===== config.mk =====
export PLATFORM = sky130hd
export DESIGN_NAME = input_conditioner
export DESIGN_NICKNAME = d
export VERILOG_FILES = /design/src/rtl/input_conditioner_pkg.sv /design/src/rtl/input_conditioner_debounce_channel.sv /design/src/rtl/input_conditioner.sv
export SDC_FILE = /design/constraint.sdc
export NUM_CORES = 1
export LEC_CHECK = 0
export ABC_AREA = 1
export CORE_ASPECT_RATIO = 0.8
export CORE_MARGIN = 3
export CORE_UTILIZATION = 26
export CTS_BUF_LIST = sky130_fd_sc_hd__clkbuf_4
export DETAILED_ROUTE_END_ITERATION = 10
export SYNTH_ARGS = -nofsm -noshare
export SYNTH_HDL_FRONTEND = slang
export SYNTH_SLANG_ARGS = --single-unit

===== constraint.sdc =====
create_clock -name clk_clk -period 3 [get_ports clk_clk]
set_input_delay 0.6 -clock clk_clk [delete_from_list [all_inputs] [get_ports clk_clk]]
set_output_delay 0.6 -clock clk_clk [all_outputs]
set_load 0.05 [all_outputs]

===== src/rtl/input_conditioner_pkg.sv =====
// Shared types and default timing constants for the board input conditioner.
package input_conditioner_pkg;

    typedef enum logic {
        STABLE   = 1'b0,
        CHANGING = 1'b1
    } deb_state_e;

    // 10 ms debounce and 1 s long press at a 100 MHz clock
    localparam int unsigned DEF_DEBOUNCE_CYCLES   = 32'd1_000_000;
    localparam int unsigned DEF_LONG_PRESS_CYCLES = 32'd100_000_000;

    localparam int unsigned NUM_PB    = 2;
    localparam int unsigned NUM_DIPSW = 2;
    localparam int unsigned NUM_CH    = NUM_PB + NUM_DIPSW;

endpackage


===== src/rtl/input_conditioner_debounce_channel.sv =====
// One input channel: 2-flop synchronizer, STABLE/CHANGING debounce FSM,
// edge pulses and a first-window tracker for the top-level valid flag.
module debounce_channel
    import input_conditioner_pkg::*;
#(
    parameter int unsigned DEBOUNCE_CYCLES = DEF_DEBOUNCE_CYCLES,
    parameter logic        RESET_LEVEL     = 1'b0
) (
    input  logic clk_i,
    input  logic rst_ni,
    input  logic raw_i,
    output logic level_o,
    output logic rise_o,
    output logic fall_o,
    output logic window_done_o
);

    localparam int CW = $clog2(DEBOUNCE_CYCLES);
    localparam int WW = $clog2(DEBOUNCE_CYCLES + 1);
    localparam logic [CW-1:0] CNT_LAST = CW'(DEBOUNCE_CYCLES - 1);
    localparam logic [WW-1:0] WIN_FULL = WW'(DEBOUNCE_CYCLES);

    logic [1:0]    sync_q;
    logic [1:0]    primed_q;
    logic          sample;
    deb_state_e    state_q, state_d;
    logic [CW-1:0] cnt_q, cnt_d;
    logic          out_q, out_d;
    logic          rise_q, rise_d;
    logic          fall_q, fall_d;
    logic [WW-1:0] win_q, win_d;

    assign sample = sync_q[1];

    always_comb begin
        state_d = state_q;
        cnt_d   = cnt_q;
        out_d   = out_q;
        rise_d  = 1'b0;
        fall_d  = 1'b0;
        unique case (state_q)
            STABLE: begin
                if (sample != out_q) begin
                    state_d = CHANGING;
                    cnt_d   = CW'(1);
                end else begin
                    cnt_d   = '0;
                end
            end
            CHANGING: begin
                if (sample == out_q) begin
                    state_d = STABLE;
                    cnt_d   = '0;
                end else if (cnt_q == CNT_LAST) begin
                    out_d   = ~out_q;
                    rise_d  = ~out_q;
                    fall_d  = out_q;
                    state_d = STABLE;
                    cnt_d   = '0;
                end else begin
                    cnt_d   = cnt_q + CW'(1);
                end
            end
            default: begin
                state_d = STABLE;
                cnt_d   = '0;
            end
        endcase
    end

    // The window starts once the synchronizer holds a real sample, so it
    // completes on the same edge as the earliest possible debounced change.
    always_comb begin
        win_d = win_q;
        if (primed_q[1] && (win_q != WIN_FULL)) begin
            win_d = win_q + WW'(1);
        end
    end

    always_ff @(posedge clk_i) begin
        if (!rst_ni) begin
            sync_q   <= {2{RESET_LEVEL}};
            primed_q <= 2'b00;
            state_q  <= STABLE;
            cnt_q    <= '0;
            out_q    <= RESET_LEVEL;
            rise_q   <= 1'b0;
            fall_q   <= 1'b0;
            win_q    <= '0;
        end else begin
            sync_q   <= {sync_q[0], raw_i};
            primed_q <= {primed_q[0], 1'b1};
            state_q  <= state_d;
            cnt_q    <= cnt_d;
            out_q    <= out_d;
            rise_q   <= rise_d;
            fall_q   <= fall_d;
            win_q    <= win_d;
        end
    end

    assign level_o       = out_q;
    assign rise_o        = rise_q;
    assign fall_o        = fall_q;
    assign window_done_o = (win_q == WIN_FULL);

endmodule


===== src/rtl/input_conditioner.sv =====
// Debounces two active-low pushbuttons and two DIP switches for the PIO
// inputs and derives press/release/long-press and switch-change events.
module input_conditioner
    import input_conditioner_pkg::*;
#(
    parameter int unsigned DEBOUNCE_CYCLES   = DEF_DEBOUNCE_CYCLES,
    parameter int unsigned LONG_PRESS_CYCLES = DEF_LONG_PRESS_CYCLES
) (
    input  logic       clk_clk,
    input  logic       reset_reset_n,
    input  logic [1:0] pb_raw,
    input  logic [1:0] dipsw_raw,
    output logic [1:0] pb_export,
    output logic [1:0] dipsw_export,
    output logic [1:0] pb_press,
    output logic [1:0] pb_release,
    output logic [1:0] pb_long,
    output logic       dipsw_change,
    output logic       inputs_valid
);

    localparam logic [31:0] LONG_FULL = 32'(LONG_PRESS_CYCLES);
    localparam logic [31:0] LONG_LAST = 32'(LONG_PRESS_CYCLES - 1);

    logic [NUM_CH-1:0] raw_all;
    logic [NUM_CH-1:0] level;
    logic [NUM_CH-1:0] rise;
    logic [NUM_CH-1:0] fall;
    logic [NUM_CH-1:0] win_done;

    assign raw_all = {dipsw_raw, pb_raw};

    // Channels 0..1 are pushbuttons (idle high), 2..3 are DIP switches.
    for (genvar c = 0; c < NUM_CH; c++) begin : g_ch
        debounce_channel #(
            .DEBOUNCE_CYCLES (DEBOUNCE_CYCLES),
            .RESET_LEVEL     ((c < NUM_PB) ? 1'b1 : 1'b0)
        ) u_ch (
            .clk_i         (clk_clk),
            .rst_ni        (reset_reset_n),
            .raw_i         (raw_all[c]),
            .level_o       (level[c]),
            .rise_o        (rise[c]),
            .fall_o        (fall[c]),
            .window_done_o (win_done[c])
        );
    end

    assign pb_export    = level[NUM_PB-1:0];
    assign dipsw_export = level[NUM_CH-1:NUM_PB];
    assign pb_press     = fall[NUM_PB-1:0];
    assign pb_release   = rise[NUM_PB-1:0];
    assign dipsw_change = |(rise[NUM_CH-1:NUM_PB] | fall[NUM_CH-1:NUM_PB]);
    assign inputs_valid = &win_done;

    // Long-press pulse fires on the edge the hold count lands on the limit;
    // saturation keeps it from firing again while the button stays down.
    for (genvar i = 0; i < NUM_PB; i++) begin : g_hold
        logic [31:0] hold_q, hold_d;
        logic        long_q, long_d;

        always_comb begin
            hold_d = hold_q;
            long_d = 1'b0;
            if (pb_export[i]) begin
                hold_d = '0;
            end else if (hold_q != LONG_FULL) begin
                hold_d = hold_q + 32'd1;
                long_d = (hold_q == LONG_LAST);
            end
        end

        always_ff @(posedge clk_clk) begin
            if (!reset_reset_n) begin
                hold_q <= '0;
                long_q <= 1'b0;
            end else begin
                hold_q <= hold_d;
                long_q <= long_d;
            end
        end

        assign pb_long[i] = long_q;
    end

endmodule


# Yosys cells after proc, flatten, opt, wreduce, memory -nomap -nowiden
# Index checks and enable logic that the tools add are counted.
# Widths: inputs -> output; s select.
totals:
  ff_bits: 258
  word_cells: 148
classes:
  add_sub_neg: 10
  eq_ne: 24
  muxes: 36
  n_bitwise: 20
  n_reduce_logical: 18
op_table:
  columns: ["op", "count"]
  rows:
  - ["$add 20x1->20 const B", 8]
  - ["$eq 20x20->1 const B", 8]
  - ["$mux 20", 8]
  - ["$pmux 20 s2", 4]
  - ["$ne 20x20->1 const B", 4]
  - ["$add 32x1->32 const B", 2]
  - ["$eq 32x27->1 const B", 2]
  - ["$ne 32x27->1 const B", 2]
  - ["$mux 1", 20]
  - ["$not 1->1", 19]
  - ["$reduce_or 4->1", 4]
  - ["$reduce_and 3->1", 4]
  - ["$pmux 1 s2", 4]
  - ["$reduce_or 2->1", 3]
  - ["$reduce_or 3->1", 2]
  - ["$eq 1x1->1", 4]
  - ["$logic_and 1x1->1", 4]
  - ["$ne 1x1->1", 4]
  - ["$reduce_and 4->1", 1]
  - ["$or 2x2->2", 1]

# Logic depth before layout (Yosys ltp)
logic_depth:
  depth_word: 4
  mapped_depth: 11
  mapped_depth_nobuf: 11

# By module
# A second synthesis with hierarchy kept.
unflattened:
  cells_unflattened: 2270
  hier_area_um2: 14330.0
by_module_without_submodules:
  columns: ["module", "instances", "cells_per_inst", "area_each_um2", "seq_area_each_um2"]
  rows:
  - ["debounce_channel at g_ch[2].u_ch ...", 2, 393, 2578.7, 960.9]
  - ["debounce_channel at g_ch[0].u_ch ...", 2, 390, 2567.5, 960.9]
  - ["input_conditioner", 1, 704, 4037.6, 1321.3]

# Worst setup path after synthesis
# No wires, ideal clock.
synth_path:
  path_kind: "flip-flop to output port"
  from: "register g_ch[1].u_ch.win_q[0]"
  to: "output port inputs_valid"
  arrival_time_ps: 1991
  t_required_ps: 2400
  path_slack_ps: 409
  path_stages_with_launch: 8
  cell_sequence: "dfxtp_1 > inv_1 > ha_1 > nand2_1 > nor2_1 > nand3_2 > buf_2 > nor4_2"
synth_via:
  elab_chain_cells: 2
synth_rtl:
  columns: ["item", "line_no", "source"]
  rows:
  - ["start: declaration", "input_conditioner_debounce_channel.sv:31", "logic [WW-1:0] win_q, win_d;"]
  - ["start signal: assignment", "input_conditioner_debounce_channel.sv:98", "win_q <= win_d;"]
  - ["$eq 20x20->1", "input_conditioner_debounce_channel.sv:105", "assign window_done_o = (win_q == WIN_FULL);"]
  - ["$reduce_and 4->1", "input_conditioner.sv:54", "assign inputs_valid = &win_done;"]
  - ["end: declaration", "input_conditioner.sv:19", "output logic inputs_valid"]
# No other way between the ends.

# Worst setup path in the final report
layout_path:
  from: "register g_ch[2].u_ch.fall_q"
  to: "output port dipsw_change"
layout_via:
  elab_chain_cells: 2
layout_rtl:
  columns: ["item", "line_no", "source"]
  rows:
  - ["start: declaration", "input_conditioner_debounce_channel.sv:30", "logic fall_q, fall_d;"]
  - ["start signal: assignment", "input_conditioner_debounce_channel.sv:97", "fall_q <= fall_d;"]
  - ["$or 2x2->2", "input_conditioner.sv:53", "assign dipsw_change = |(rise[NUM_CH-1:NUM_PB] | fall[NUM_CH-1:NUM_PB]);"]
  - ["$reduce_or 2->1", "input_conditioner.sv:53", null]
  - ["end: declaration", "input_conditioner.sv:18", "output logic dipsw_change,"]
# No other way between the ends.

==> impl_metrics.env <==
export IMPL_status="completed"
export IMPL_synthFlopType="dfxtp_1"
export IMPL_timing_slew_headroom_pct=47.0
export IMPL_cp_required_ps=2400
export IMPL_ctsHoldBuffers=0
export IMPL_crit_slowest_cell="clkdlybuf4s50_1"
export IMPL_finalCritPeriodShare_pct=94.4
export IMPL_crit_fanout=1
export IMPL_synth_edf_count=0
export IMPL_setup_viol=0
export IMPL_power_density_nw_per_um2=416
export IMPL_core_area_um2=51800
export IMPL_slew_violations=0
export IMPL_hp_class="in -> reg"
export IMPL_wl_um=31200
export IMPL_ys_seq_elements=252
export IMPL_cp_arrival_ps=2230
export IMPL_ir_worst_vdd_mv=0.232
export IMPL_wl_per_cell_um=10.9
export IMPL_drv_cap=0
export IMPL_hold_violations=0
export IMPL_post_dp_cell_area_um2=14600
export IMPL_combPwrFrac_pct=2.0
export IMPL_cp_end_kind="primary output"
export IMPL_grt_usage_pct=11.4
export IMPL_die_area_um2=55800
export IMPL_antenna_found_initial=2
export IMPL_drtIter0Drc=802
export IMPL_syn_avg_cell_area_um2=6.52
export IMPL_synth_fp_nets=2134
export IMPL_fp_dieH_um=212
export IMPL_synth_cell_type_count=45
export IMPL_start_util_pct=26.6
export IMPL_start_kind="flop"
export IMPL_netlist_area_um2=13800
export IMPL_tightest_slew_ps=793
export IMPL_yosysWarnings=0
export IMPL_cts_sinks=252
export IMPL_grt_max_degree=23
export IMPL_drt_pre_antenna_iters=6
export IMPL_p_seq_share_pct=52.9
export IMPL_hold_depth=3
export IMPL_vias=12500
export IMPL_ff2ff_path_depth=8
export IMPL_drtAntennaViolNets=0
export IMPL_cts_buffer_depth=3
export IMPL_clockPowerShare_pct=45.2
export IMPL_timing_critical_path_cells="or4_1 -> clkdlybuf4s50_1"
export IMPL_cts_root_buffer="clkbuf_4"
export IMPL_skew_ps=38.8
export IMPL_cts_inserted_buffers=66
export IMPL_fin_crit_ps=2830
export IMPL_stdcell_area_um2=15400
export IMPL_fin_hold_ws_ps=413
export IMPL_cp_top_family="buffers and inverters"
export IMPL_cts_reportedPaths_clkPinSlew_ps=60
export IMPL_cts_htree_levels=3
export IMPL_ys_seq_area_share_pct=36.6
export IMPL_grt_setup_unrepaired="yes"
export IMPL_p_leak_uw=0.00485
export IMPL_core_rowCount=74
export IMPL_dieWidth_um=263
export IMPL_drive_gt1_share_pct=8.92
export IMPL_crit_buf_inv=1
export IMPL_grt_pass1_vias=11300
export IMPL_hpwl_um=22300
export IMPL_numPortBuffers=17
export IMPL_fmax_mhz=353
export IMPL_drc=0
export IMPL_syn2layout_area_growth_pct=11.6
export IMPL_grt_first_pass_wirelength_um=54500
export IMPL_critPathKind="reg -> out"
export IMPL_post_drt_via_cell_ratio=4.37
export IMPL_clkLatencyLatePin_ps=710
export IMPL_place_gp_congestion=0.872
export IMPL_nNetsFinal=2181
export IMPL_p_switching_uw=1510
export IMPL_async_flop_share_pct=0
export IMPL_syn_inst=2112
export IMPL_final_util_pct=29.7
export IMPL_crit_cells=2
export IMPL_grt_overflow=0
export IMPL_switching_share_pct=23.6
export IMPL_slowest_delay_ps=710
export IMPL_cts_tree="done"
export IMPL_p_int_uw=4880
export IMPL_io_pins=18
## synth_stat cells, types with 5 or more instances
cell	n	area share (%)
nor3_1	61	2.2
dfxtp_1	252	37
nand3_2	6	0.44
nand3b_1	19	1.0
clkbuf_1	11	0.30
xnor2_1	28	1.8
buf_4	13	0.71
nor4_1	5	0.23
or2_2	12	0.54
ha_1	16	1.5
nand4_1	47	2.1
inv_1	210	5.7
nor2_2	13	0.59
a21oi_2	10	0.64
buf_2	24	0.87
nor2_1	370	10
inv_2	5	0.14
nand2_1	583	16
nand3_1	122	4.4
a21oi_1	130	4.7
xor2_1	67	4.3
o21ai_0	47	1.7
nor3_2	8	0.58
nand2_2	16	0.73
and2_1	6	0.27
## registers in the layout (all words and copies together), names as in the netlist
name	cells
g_ch.u_ch.rise_o	4
g_ch.u_ch.primed_q	2
g_ch.u_ch.sync_q	8
g_ch.u_ch.cnt_q	80
g_ch.u_ch.level_o	4
g_ch.u_ch.win_q	80
g_ch.u_ch.fall_o	4
g_ch.u_ch.state_q	4
g_hold.long_q	2
g_hold.hold_q	64
## power groups by stage
stage	sequential, uW	clock (uW)	combinational [uW]
CTS	3380	3050	128
detailed placement	3450	0	127
finish	3380	2890	125
global route	3380	3190	145
floorplan	3450	0	96.2
global placement	3450	0	128
## per-layer routing
layer | track usage, % | vias to the layer above | wire length, um
li1 | - | 6797 | -
met1 | 17.3 | 5456 | 17200
met2 | 15.5 | 253 | 11700
met3 | 3.00 | 39 | 1860
met4 | 3.06 | 0 | 440
met5 | 0 | - | 0
## stage by stage
step                std cells  total power, uW  setup WS, ps  TNS [ps]
CTS                      2870             6550          24.0         0
global placement         2774             3580           414         0
detailed placement       2774             3580           375         0
floorplan                2112             3550           409         0
global route             2872             6710         -66.5     -66.5
finish                   2872             6390           168         0
## final timing paths
| path | start | end | slack, ps |
|---|---|---|---|
| max | g_ch[2].u_ch.fall_o$_SDFF_PP0_ | dipsw_change | 170 |
| min | dipsw_raw[0] | g_ch[2].u_ch.sync_q[0]$_SDFF_PN0_ | 410 |
| max reg2reg | g_ch[2].u_ch.cnt_q[0]$_SDFF_PN0_ | g_ch[2].u_ch.cnt_q[0]$_SDFF_PN0_ | 860 |
| min reg2reg | g_ch[3].u_ch.sync_q[0]$_SDFF_PN0_ | g_ch[3].u_ch.sync_q[1]$_SDFF_PN0_ | 420 |
## tightest hold or removal path, stage by stage
cell             delay [ps]
clkdlybuf4s50_1         400
nand2_1                  60
inv_1                    30
## layout make-up
class                           count  area, um2
Inverter                          216        812
Sequential cell                   252       5050
Fill cell                        5724      36400
Clock buffer                       86        646
Clock inverter                      9       90.1
Tap cell                          684        856
Timing Repair Buffer               34        308
Antenna cell                        2       5.00
Multi-Input combinational cell   1589       7610
## cells by family (layout without fill, tap and decap cells)
logic type      Yosys count  after routing  share of synthesized area (%)
flops                   252            252                           36.6
buf+inv                 271            345                           8.29
fa+ha+maj                16             16                           1.45
simple gates           1283           1283                           40.2
xor+xnor                 95             95                           6.04
compound gates          195            195                           7.45
other cells               0              2                              0
## cells in the final DEF (no fill, tap or decap), types with 10 or more instances in the layout
master / n
dfxtp_1: 248
or2_2: 12
ha_1: 16
o21ai_0: 47
a21oi_1: 130
inv_1: 208
nand3_1: 122
nand3b_1: 19
buf_4: 17
nor2_2: 16
nor3_1: 61
nand2_2: 17
xor2_1: 67
clkbuf_4: 86
nand2_1: 582
a21oi_2: 10
nand4_1: 47
nor2_1: 367
xnor2_1: 28
clkdlybuf4s50_1: 16
## what timing repair did
action	in CTS	in global routing
pin swaps	1	2
endpoints found under the setup margin	1	1
buffers inserted	1	0
resized for setup	2	8
cloned	0	0
endpoints found under the hold margin	0	0
Power figures use the tool's default switching activity.
